[src/rtl/mem_subword_pkg.sv]
// Shared types and helpers for the sub-word load/store read-modify-write unit.
package mem_subword_pkg;

    typedef enum logic [1:0] {
        SZ_BYTE = 2'b00,
        SZ_HALF = 2'b01,
        SZ_WORD = 2'b10
    } size_t;

    typedef enum logic [2:0] {
        ST_IDLE,
        ST_CHK,
        ST_RD,
        ST_WAIT,
        ST_WR,
        ST_RESP
    } state_t;

    // Number of address bits selecting a byte lane within a memory word.
    function automatic int unsigned lane_bits(input int unsigned data_w);
        return $clog2(data_w / 8);
    endfunction

endpackage

[src/rtl/mem_lane_merge.sv]
// Byte-lane steering: store merge into a memory word, load extraction with extension, lane mask.
module mem_lane_merge
    import mem_subword_pkg::*;
#(
    parameter int unsigned DATA_W = 32
) (
    input  logic [DATA_W-1:0]            word,
    input  logic [DATA_W-1:0]            wdata,
    input  logic [lane_bits(DATA_W)-1:0] lane,
    input  logic [1:0]                   size,
    input  logic                         is_unsigned,
    output logic [DATA_W-1:0]            merged_c,
    output logic [DATA_W-1:0]            load_data_c,
    output logic [DATA_W/8-1:0]          be_c
);

    localparam int unsigned NLANES = DATA_W / 8;
    localparam int unsigned LANE_W = lane_bits(DATA_W);

    logic [LANE_W-1:0] base;
    logic [DATA_W-1:0] shifted;

    // Store path: replace the selected lanes with the right-aligned store data.
    always_comb begin
        merged_c = word;
        be_c     = '0;
        for (int unsigned k = 0; k < NLANES; k++) begin
            if (size == SZ_BYTE) begin
                be_c[k] = (LANE_W'(k) == lane);
                merged_c[8*k +: 8] = be_c[k] ? wdata[7:0] : word[8*k +: 8];
            end else if (size == SZ_HALF) begin
                be_c[k] = ((LANE_W'(k) >> 1) == (lane >> 1));
                merged_c[8*k +: 8] = be_c[k] ? wdata[8*(k%2) +: 8] : word[8*k +: 8];
            end else begin
                be_c[k] = 1'b1;
                merged_c[8*k +: 8] = wdata[8*k +: 8];
            end
        end
    end

    // Load path: shift the addressed lane(s) down, then zero- or sign-extend.
    always_comb begin
        case (size)
            SZ_BYTE: base = lane;
            SZ_HALF: base = lane & ~LANE_W'(1);
            default: base = '0;
        endcase
        shifted = word >> {base, 3'b000};
        case (size)
            SZ_BYTE: load_data_c = is_unsigned ? DATA_W'(shifted[7:0])
                                               : {{(DATA_W-8){shifted[7]}}, shifted[7:0]};
            SZ_HALF: load_data_c = is_unsigned ? DATA_W'(shifted[15:0])
                                               : {{(DATA_W-16){shifted[15]}}, shifted[15:0]};
            default: load_data_c = word;
        endcase
    end

endmodule

[src/rtl/mem_subword_rmw.sv]
// Sequential sub-word load/store unit between datapath and word-addressed memory.
// Define MEM_SUBWORD_BYTE_ENABLE_EN to add mem_be and write stores without a read.
module mem_subword_rmw
    import mem_subword_pkg::*;
#(
    parameter int unsigned DATA_W  = 32,
    parameter int unsigned ADDR_W  = 32,
    parameter int unsigned MEM_LAT = 1
) (
    input  logic                clk,
    input  logic                reset_n,
    input  logic                req_valid,
    output logic                req_ready,
    input  logic                req_we,
    input  logic [1:0]          req_size,
    input  logic                req_unsigned,
    input  logic [ADDR_W-1:0]   req_addr,
    input  logic [DATA_W-1:0]   req_wdata,
    output logic                resp_valid,
    output logic [DATA_W-1:0]   resp_rdata,
    output logic                resp_err,
    output logic                mem_rd,
    output logic                mem_wr,
`ifdef MEM_SUBWORD_BYTE_ENABLE_EN
    output logic [DATA_W/8-1:0] mem_be,
`endif
    output logic [ADDR_W-1:0]   mem_addr,
    output logic [DATA_W-1:0]   mem_wdata,
    input  logic [DATA_W-1:0]   mem_rdata
);

    localparam int unsigned LANE_W = lane_bits(DATA_W);
    localparam int unsigned CNT_W  = (MEM_LAT > 1) ? $clog2(MEM_LAT) : 1;
    localparam logic [CNT_W-1:0] LAST_CNT = CNT_W'(MEM_LAT - 1);

    state_t              state, next_state;
    logic                r_we, r_unsigned, r_mis;
    logic [1:0]          r_size;
    logic [LANE_W-1:0]   r_lane;
    logic [DATA_W-1:0]   r_wdata;
    logic [CNT_W-1:0]    wait_cnt;

    logic                req_mis_c, r_is_word_c, direct_wr_c;
    logic [DATA_W-1:0]   merge_word_c, merged_c, load_data_c;
    logic [DATA_W/8-1:0] be_c;

    logic                ready_d, resp_valid_d, resp_err_d, mem_rd_d, mem_wr_d;
    logic [DATA_W-1:0]   resp_rdata_d, mem_wdata_d;

    assign req_mis_c   = ((req_size == SZ_HALF) && req_addr[0])
                      || ((req_size != SZ_BYTE) && (req_size != SZ_HALF)
                          && (req_addr[LANE_W-1:0] != '0));
    assign r_is_word_c = (r_size != SZ_BYTE) && (r_size != SZ_HALF);

`ifdef MEM_SUBWORD_BYTE_ENABLE_EN
    logic [DATA_W/8-1:0] be_d;
    // Stores never read; unselected lanes are masked off by mem_be.
    assign direct_wr_c  = r_we;
    assign merge_word_c = r_we ? '0 : mem_rdata;
`else
    logic unused_be_c;
    assign unused_be_c  = ^be_c;
    assign direct_wr_c  = r_we && r_is_word_c;
    assign merge_word_c = mem_rdata;
`endif

    mem_lane_merge #(
        .DATA_W(DATA_W)
    ) u_lane_merge (
        .word        (merge_word_c),
        .wdata       (r_wdata),
        .lane        (r_lane),
        .size        (r_size),
        .is_unsigned (r_unsigned),
        .merged_c    (merged_c),
        .load_data_c (load_data_c),
        .be_c        (be_c)
    );

    always_ff @(posedge clk or negedge reset_n) begin
        if (!reset_n) state <= ST_IDLE;
        else          state <= next_state;
    end

    always_comb begin
        next_state = state;
        case (state)
            ST_IDLE: if (req_valid) next_state = ST_CHK;
            ST_CHK: begin
                if (r_mis)            next_state = ST_RESP;
                else if (direct_wr_c) next_state = ST_WR;
                else                  next_state = ST_RD;
            end
            ST_RD:   next_state = ST_WAIT;
            ST_WAIT: if (wait_cnt == LAST_CNT) next_state = r_we ? ST_WR : ST_RESP;
            ST_WR:   next_state = ST_RESP;
            ST_RESP: next_state = ST_IDLE;
            default: next_state = ST_IDLE;
        endcase
    end

    // Next values of the registered outputs, keyed on the state being entered.
    always_comb begin
        ready_d      = (next_state == ST_IDLE);
        resp_valid_d = (next_state == ST_RESP);
        resp_err_d   = resp_valid_d && r_mis;
        resp_rdata_d = '0;
        if ((state == ST_WAIT) && (next_state == ST_RESP)) resp_rdata_d = load_data_c;
        mem_rd_d     = (next_state == ST_RD);
        mem_wr_d     = (next_state == ST_WR);
        mem_wdata_d  = mem_wr_d ? merged_c : mem_wdata;
`ifdef MEM_SUBWORD_BYTE_ENABLE_EN
        be_d         = mem_wr_d ? be_c : '0;
`endif
    end

    always_ff @(posedge clk or negedge reset_n) begin
        if (!reset_n) begin
            req_ready  <= 1'b1;
            resp_valid <= 1'b0;
            resp_rdata <= '0;
            resp_err   <= 1'b0;
            mem_rd     <= 1'b0;
            mem_wr     <= 1'b0;
            mem_addr   <= '0;
            mem_wdata  <= '0;
`ifdef MEM_SUBWORD_BYTE_ENABLE_EN
            mem_be     <= '0;
`endif
            r_we       <= 1'b0;
            r_unsigned <= 1'b0;
            r_mis      <= 1'b0;
            r_size     <= 2'b00;
            r_lane     <= '0;
            r_wdata    <= '0;
            wait_cnt   <= '0;
        end else begin
            req_ready  <= ready_d;
            resp_valid <= resp_valid_d;
            resp_rdata <= resp_rdata_d;
            resp_err   <= resp_err_d;
            mem_rd     <= mem_rd_d;
            mem_wr     <= mem_wr_d;
            mem_wdata  <= mem_wdata_d;
`ifdef MEM_SUBWORD_BYTE_ENABLE_EN
            mem_be     <= be_d;
`endif
            wait_cnt   <= (state == ST_WAIT) ? wait_cnt + CNT_W'(1) : '0;
            if ((state == ST_IDLE) && req_valid) begin
                r_we       <= req_we;
                r_unsigned <= req_unsigned;
                r_mis      <= req_mis_c;
                r_size     <= req_size;
                r_lane     <= req_addr[LANE_W-1:0];
                r_wdata    <= req_wdata;
                mem_addr   <= {req_addr[ADDR_W-1:LANE_W], LANE_W'(0)};
            end
        end
    end

endmodule

[config.mk]
export PLATFORM = sky130hd
export DESIGN_NAME = mem_subword_rmw
export DESIGN_NICKNAME = d
export VERILOG_FILES = /design/src/rtl/mem_subword_pkg.sv /design/src/rtl/mem_lane_merge.sv /design/src/rtl/mem_subword_rmw.sv
export SDC_FILE = /design/constraint.sdc
export NUM_CORES = 1
export LEC_CHECK = 0
export BUFFER_PORTS_ARGS = -buffer_cell sky130_fd_sc_hd__clkbuf_2
export CAP_MARGIN = 10
export CORE_MARGIN = 1
export CORE_UTILIZATION = 56
export CTS_CLUSTER_SIZE = 28
export DETAILED_ROUTE_END_ITERATION = 8
export GPL_TIMING_DRIVEN = 1
export PLACE_DENSITY = 0.86
export SLEW_MARGIN = 25
export SYNTH_ARGS = -nofsm -noshare
export SYNTH_HDL_FRONTEND = slang
export SYNTH_SLANG_ARGS = --single-unit
[constraint.sdc]
create_clock -name clk -period 2.89 [get_ports clk]
set_input_delay 0.1445 -clock clk [delete_from_list [all_inputs] [get_ports clk]]
set_output_delay 0.1445 -clock clk [all_outputs]
set_load 0.02 [all_outputs]
-- Word level (Yosys, flattened, before mapping)
Cells that the tools add are included.
- bits of input ports: 103
- bits in registers: 142
- output and inout port bits: 101
- mux-type cells: 28
- reductions and logical operators: 17
- add/subtract/negate cells: 1
- eq/ne operators: 14
- shifts and indexed selects: 1
- operators with widths (operator ; count):
    8-bit two-way mux ; 16
    32-bit two-way mux ; 3
    32-bit case mux with 2 select lines ; 1
    32-bit by 5-bit right shift with 16-bit output ; 1
    3-bit case mux with 5 select lines ; 1
    3-bit two-way mux ; 4
    3-bit by 2-bit == test with 1-bit output, second input constant ; 3
    3-bit == test, second input constant ; 3
    1-bit logical AND ; 8
    2-bit zero test ; 3
    3-bit zero test ; 2
    2-bit nonzero test ; 3
    2-bit by 1-bit == test with 1-bit output, second input constant ; 2
    2-bit == test, first input constant ; 2
    2-bit by 1-bit != test with 1-bit output, second input constant ; 2
    2-bit case mux with 2 select lines ; 1
    3-bit by 1-bit == test with 1-bit output, second input constant ; 1
    1-bit by 2-bit == test with 1-bit output, first input constant ; 1
    1-bit two-way mux ; 2
    1-bit adder, second input constant ; 1
    1-bit logical OR ; 1

-- Longest topological paths before layout
- word-level depth: 9
- depth in mapped cells: 7

-- By module
From an unflattened synthesis, not the netlist that was laid out.
- cell total of the unflattened synthesis: 598
- area total of the unflattened synthesis: 6880.3 sq um
- by module, submodules not included (module ; sequential area each (sq um) ; area each (sq um) ; cells an instance ; times used):
    mem_subword_rmw ; 3554.7 ; 5240.0 ; 320 ; 1
    mem_lane_merge ; 0.0 ; 1640.3 ; 278 ; 1

-- Worst setup path after synthesis
OpenSTA, ideal clock, no wires.
- kind: register -> register
- start point: register state[1]
- end point: register mem_wdata[10]
- cell stages (with the launch flop): 7
- buffers on the path: 2
- required time: 2.765 ns
- arrival: 1.834 ns
- clock period less this slack: 1.959 ns
- setup slack: 0.931 ns
- library setup time: 0.125 ns
- cells stage by stage: dfrtp_1 -> buf_4 -> nor3b_1 -> a221o_2 -> nor4b_4 -> buf_6 -> mux2_2
- cells in the longest elaborated chain, start to end: 3
- elaborated cells on any way between the ends: 9
- ends and longest elaborated chain (what ; RTL line ; RTL):
    start, declared ; mem_subword_rmw.sv:36 ; state_t state, next_state;
    start signal, assigned ; mem_subword_rmw.sv:82 ; else state <= next_state;
    3-bit == test (tied with other cells) ; mem_subword_rmw.sv:87 ; case (state)
    3-bit case mux with 5 select lines (*) ; mem_subword_rmw.sv:87 ;
    net next_state[2] ; mem_subword_rmw.sv:36 ;
    3-bit == test (*) ; mem_subword_rmw.sv:110 ; mem_wr_d = (next_state == ST_WR);
    end signal, assigned ; mem_subword_rmw.sv:144 ; mem_wdata <= mem_wdata_d;
    end, declared ; mem_subword_rmw.sv:28 ; output logic [DATA_W-1:0] mem_wdata,
The timed path passes the listed nets; every way through them passes the cells marked *.
A chain may end at the register's enable or synchronous reset.

-- Final worst setup path
- start point: register r_size[1]
- end point: register mem_wdata[2]
- cells in the longest elaborated chain, start to end: 7
- elaborated cells on any way between the ends: 12
- ends and longest elaborated chain (what ; RTL line ; RTL):
    start, declared ; mem_subword_rmw.sv:38 ; logic [1:0] r_size;
    start signal, assigned ; mem_subword_rmw.sv:153 ; r_size <= req_size;
    2-bit by 1-bit != test with 1-bit output / 2-bit nonzero test (equally long branches) ; mem_subword_rmw.sv:53 ; assign r_is_word_c = (r_size != SZ_BYTE) && (r_size != SZ_HALF);
    1-bit logical AND ; mem_subword_rmw.sv:53 ;
    1-bit logical AND ; mem_subword_rmw.sv:63 ; assign direct_wr_c = r_we && r_is_word_c;
    3-bit two-way mux ; mem_subword_rmw.sv:91 ; else if (direct_wr_c) next_state = ST_WR;
    3-bit two-way mux ; mem_subword_rmw.sv:90 ; if (r_mis) next_state = ST_RESP;
    3-bit case mux with 5 select lines ; mem_subword_rmw.sv:87 ;
    3-bit == test ; mem_subword_rmw.sv:110 ;
Parallel ways exist; a longest one is shown, timed or not.

==> impl_metrics.sql <==
INSERT INTO impl_metrics (metric_group, metric, value, unit) VALUES
('run_status', 'outcome', 'finished, violations left', ''),
('run_status', 'failed_checks', 'DRC', ''),
('critical_path', 'worst_path_dominant_cell_family', 'buffers and inverters', ''),
('critical_path', 'most_prevalent_standard_cell_on_the_critical_path', 'sky130_fd_sc_hd__mux2_2', ''),
('finish', 'drive_gt1_share', '44.0', '%'),
('cts', 'tritoncts.num_buffers', '17', ''),
('critical_path', 'sort_of_element_at_the_start_of_the_critical_path', 'flip-flop', ''),
('timing', 'drv_slew', '0', ''),
('floorplanning', 'std_cell_rows', '39', ''),
('critical_path', 'regToRegSetupSlack', '0.41', 'ns'),
('timing', 'maxSlewHeadroom', '39.5', '%'),
('critical_path', 'worst-endpoint-arrival', '2.79', 'ns'),
('placed_design', 'globalplace.congestion', '0.892', ''),
('timing', 'post-route-period-util', '85.7', '%'),
('timing', 'final.min_clock_period', '2.48', 'ns'),
('cts', 'worst_setup_hold_path_clk_slew', '0.06', 'ns'),
('critical_path', 'critical_path.max_stage_delay', '0.46', 'ns'),
('cts', 'post_cts_buffers', '0', ''),
('finish', 'fillCellCount', '650', ''),
('min_path', 'worst_hold_path_type', 'input port to flip-flop', ''),
('min_path', 'worstHoldEndpoint', 'resp_rdata[6]', ''),
('timing', 'final.setup.tns', '0', 'ns'),
('routing', 'finalWirelength', '22.3', 'mm'),
('cts', 'worst_skew_pair.late_latency', '0.43', 'ns'),
('floorplanning', 'floorplan.core_area', '11600', 'um2'),
('global_route', 'initial_antenna_violation_count', '1', ''),
('routing', 'avg_vias_per_cell', '6.19', ''),
('cts', 'post_cts_resize_count', '0', ''),
('min_path', 'min-delay-start', 'mem_rdata[6]', ''),
('finish', 'finish.net_count', '912', ''),
('critical_path', 'critPathSlowestCell', 'sky130_fd_sc_hd__o21ai_1', ''),
('timing', 'report.final.hold_viol_count', '0', ''),
('cts', 'clockRootBuffer', 'sky130_fd_sc_hd__clkbuf_16', ''),
('placed_design', 'port_buffers', '201', ''),
('critical_path', 'reg2reg_from', 'r_size[1]', ''),
('critical_path', 'cp_data_required_time', '3.20', 'ns'),
('cts', 'cts-hold-fix-buffers', '69', ''),
('critical_path', 'reg2regPathDepth', '5', ''),
('floorplanning', 'floorplan.die.width', '112', 'um'),
('placed_design', 'place_area', '7840', 'um2'),
('synth', 'ys_types', '44', ''),
('timing', 'skew', '0.0139', 'ns'),
('synth', 'synth-warning-count', '0', ''),
('min_path', 'hold-path-cell-count', '3', ''),
('timing', 'tightest_slew', '0.908', 'ns'),
('placed_design', 'detailed_place_hpwl', '13.2', 'mm'),
('synth', 'post_synth_inst_count', '552', ''),
('cts', 'clockBufferDepth', '2', ''),
('finish', 'syn_to_final_growth', '34.9', '%'),
('finish', 'ff_latch_area', '3550', 'um2'),
('finish', 'final_cell_area', '9100', 'um2'),
('synth', 'ys_ff_latch', '142', ''),
('global_route', 'grt.overflow.total', '0', ''),
('floorplanning', 'die_h', '112', 'um'),
('global_route', 'grt_pass1_vias', '6306', ''),
('critical_path', 'worst-path-buf-inv', '2', ''),
('synth', 'area_of_the_mapped_netlist', '6750', 'um2'),
('timing', 'setup_repair_after_global_routing_missed_its_margin', 'false', ''),
('floorplanning', 'design.portCount', '204', ''),
('routing', 'first_iter_violations', '530', ''),
('cts', 'cts_sink_count', '142', ''),
('routing', 'drc', '22', ''),
('critical_path', 'worst-path-max-fanout', '50', ''),
('synth', 'synth.yosys.seq_area_share', '52.7', '%'),
('routing', 'route.vias.total', '5977', ''),
('synth', 'ys_dominant_reg_cell', 'sky130_fd_sc_hd__dfrtp_1', ''),
('routing', 'wl_per_cell', '23.1', 'um'),
('global_route', 'grt_max_degree', '117', ''),
('power', 'p_total', '0.0107', 'W'),
('floorplanning', 'initial_core_util', '58.3', '%'),
('finish', 'multi_input_area', '2870', 'um2');
## power breakdown
part           switching [W]  internal [W]  total (W)  leakage, nW
clock network       0.000885       0.00123    0.00211        0.275
registers           0.000839       0.00282    0.00366         1.76
logic                0.00279       0.00214    0.00493         2.40
total                0.00451       0.00619     0.0107         4.44
## cell usage in the layout (no fill, tap or decap), types with 5 or more instances in the layout
master / n
sky130_fd_sc_hd__o21ai_0: 14
sky130_fd_sc_hd__nand2_1: 28
sky130_fd_sc_hd__clkbuf_16: 17
sky130_fd_sc_hd__inv_1: 28
sky130_fd_sc_hd__nand2b_1: 6
sky130_fd_sc_hd__nand3_1: 6
sky130_fd_sc_hd__nor2_1: 21
sky130_fd_sc_hd__a21oi_1: 6
sky130_fd_sc_hd__a221oi_1: 32
sky130_fd_sc_hd__o221ai_1: 16
sky130_fd_sc_hd__mux2i_1: 47
sky130_fd_sc_hd__o22ai_1: 11
sky130_fd_sc_hd__buf_4: 9
sky130_fd_sc_hd__dlygate4sd3_1: 69
sky130_fd_sc_hd__clkbuf_2: 200
sky130_fd_sc_hd__a211oi_1: 5
sky130_fd_sc_hd__dfrtp_1: 141
sky130_fd_sc_hd__mux2_2: 107
sky130_fd_sc_hd__nor3_1: 6
## cell type report
cell class	count	area share, %
multi-input combinational	338	31.6
tap	143	1.97
clock inverter	13	1.28
timing repair buffer	281	19.9
inverter	29	1.20
clock buffer	19	4.98
antenna	1	0.0275
sequential	142	39.1
## cell usage after synthesis, types with 2 or more instances
master | count | area, um2
sky130_fd_sc_hd__a211oi_1 | 5 | 37.5
sky130_fd_sc_hd__a21oi_1 | 6 | 30.0
sky130_fd_sc_hd__a221o_1 | 3 | 30.0
sky130_fd_sc_hd__a221oi_1 | 32 | 280
sky130_fd_sc_hd__a311oi_1 | 3 | 26.3
sky130_fd_sc_hd__and3_1 | 2 | 12.5
sky130_fd_sc_hd__buf_2 | 16 | 80.1
sky130_fd_sc_hd__buf_4 | 3 | 22.5
sky130_fd_sc_hd__buf_6 | 3 | 33.8
sky130_fd_sc_hd__clkbuf_1 | 22 | 82.6
sky130_fd_sc_hd__dfrtp_1 | 141 | 3530
sky130_fd_sc_hd__inv_1 | 28 | 105
sky130_fd_sc_hd__mux2_2 | 107 | 1200
sky130_fd_sc_hd__mux2i_1 | 47 | 470
sky130_fd_sc_hd__nand2_1 | 28 | 105
sky130_fd_sc_hd__nand2b_1 | 6 | 37.5
sky130_fd_sc_hd__nand3_1 | 6 | 30.0
sky130_fd_sc_hd__nor2_1 | 21 | 78.8
sky130_fd_sc_hd__nor3_1 | 6 | 30.0
sky130_fd_sc_hd__o211ai_1 | 2 | 15.0
sky130_fd_sc_hd__o21ai_0 | 14 | 70.1
sky130_fd_sc_hd__o21ai_1 | 3 | 15.0
sky130_fd_sc_hd__o221ai_1 | 16 | 140
sky130_fd_sc_hd__o22ai_1 | 11 | 68.8
sky130_fd_sc_hd__or2_2 | 2 | 12.5
## stage by stage
step           setup slack, ns  hold slack [ns]  utilization (%)
2_1_floorplan            0.931           -0.151                -
3_3_place_gp             0.566            0.347             67.7
3_5_place_dp             0.489            0.373             67.7
4_1_cts                  0.464           0.0246             78.6
5_1_grt                  0.310           0.0329             78.7
6_report                 0.413           0.0347             78.7
## cell families after synthesis
family	synth area share, %
simple gates	5.82
buf+inv	4.86
mux	24.8
other cells	0.0556
flops	52.7
compound gates	11.7
## worst reg2reg max path: stages, from the launching register on
cell and delay (ns):
sky130_fd_sc_hd__dfrtp_1 0.36, sky130_fd_sc_hd__buf_4 0.44, sky130_fd_sc_hd__inv_1 0.42, sky130_fd_sc_hd__o21ai_1 0.47, sky130_fd_sc_hd__mux2_2 0.42, sky130_fd_sc_hd__mux2_2 0.26
## how the worst max path moves through the flow
stage,startpoint,endpoint,slack [ns],cells after the start
global placement,r_size[1],mem_wdata[1],0.57,5
detailed placement,r_size[1],mem_wdata[2],0.49,5
global route,r_size[1],mem_wdata[2],0.31,5
floorplan,state[1],mem_wdata[10],0.93,6
CTS,r_size[1],mem_wdata[2],0.46,5
finish,r_size[1],mem_wdata[2],0.41,5
## flip-flops by register name, summed over array words and instances (netlist names)
register / count
mem_wdata: 32
r_wdata: 32
resp_rdata: 32
mem_addr: 30
state: 3
r_lane: 2
r_size: 2
mem_rd: 1
mem_wr: 1
r_mis: 1
r_unsigned: 1
r_we: 1
req_ready: 1
resp_err: 1
resp_valid: 1
wait_cnt: 1
## layer usage
layer | share of wire, % | track usage, % | vias to the layer above
met5 | 0 | 0 | -
met4 | 5.3 | 23.2 | 0
met3 | 8.6 | 8.44 | 110
met2 | 50 | 62.6 | 402
met1 | 36 | 43.1 | 2917
li1 | - | - | 2548
Power figures use the tool's default switching activity.
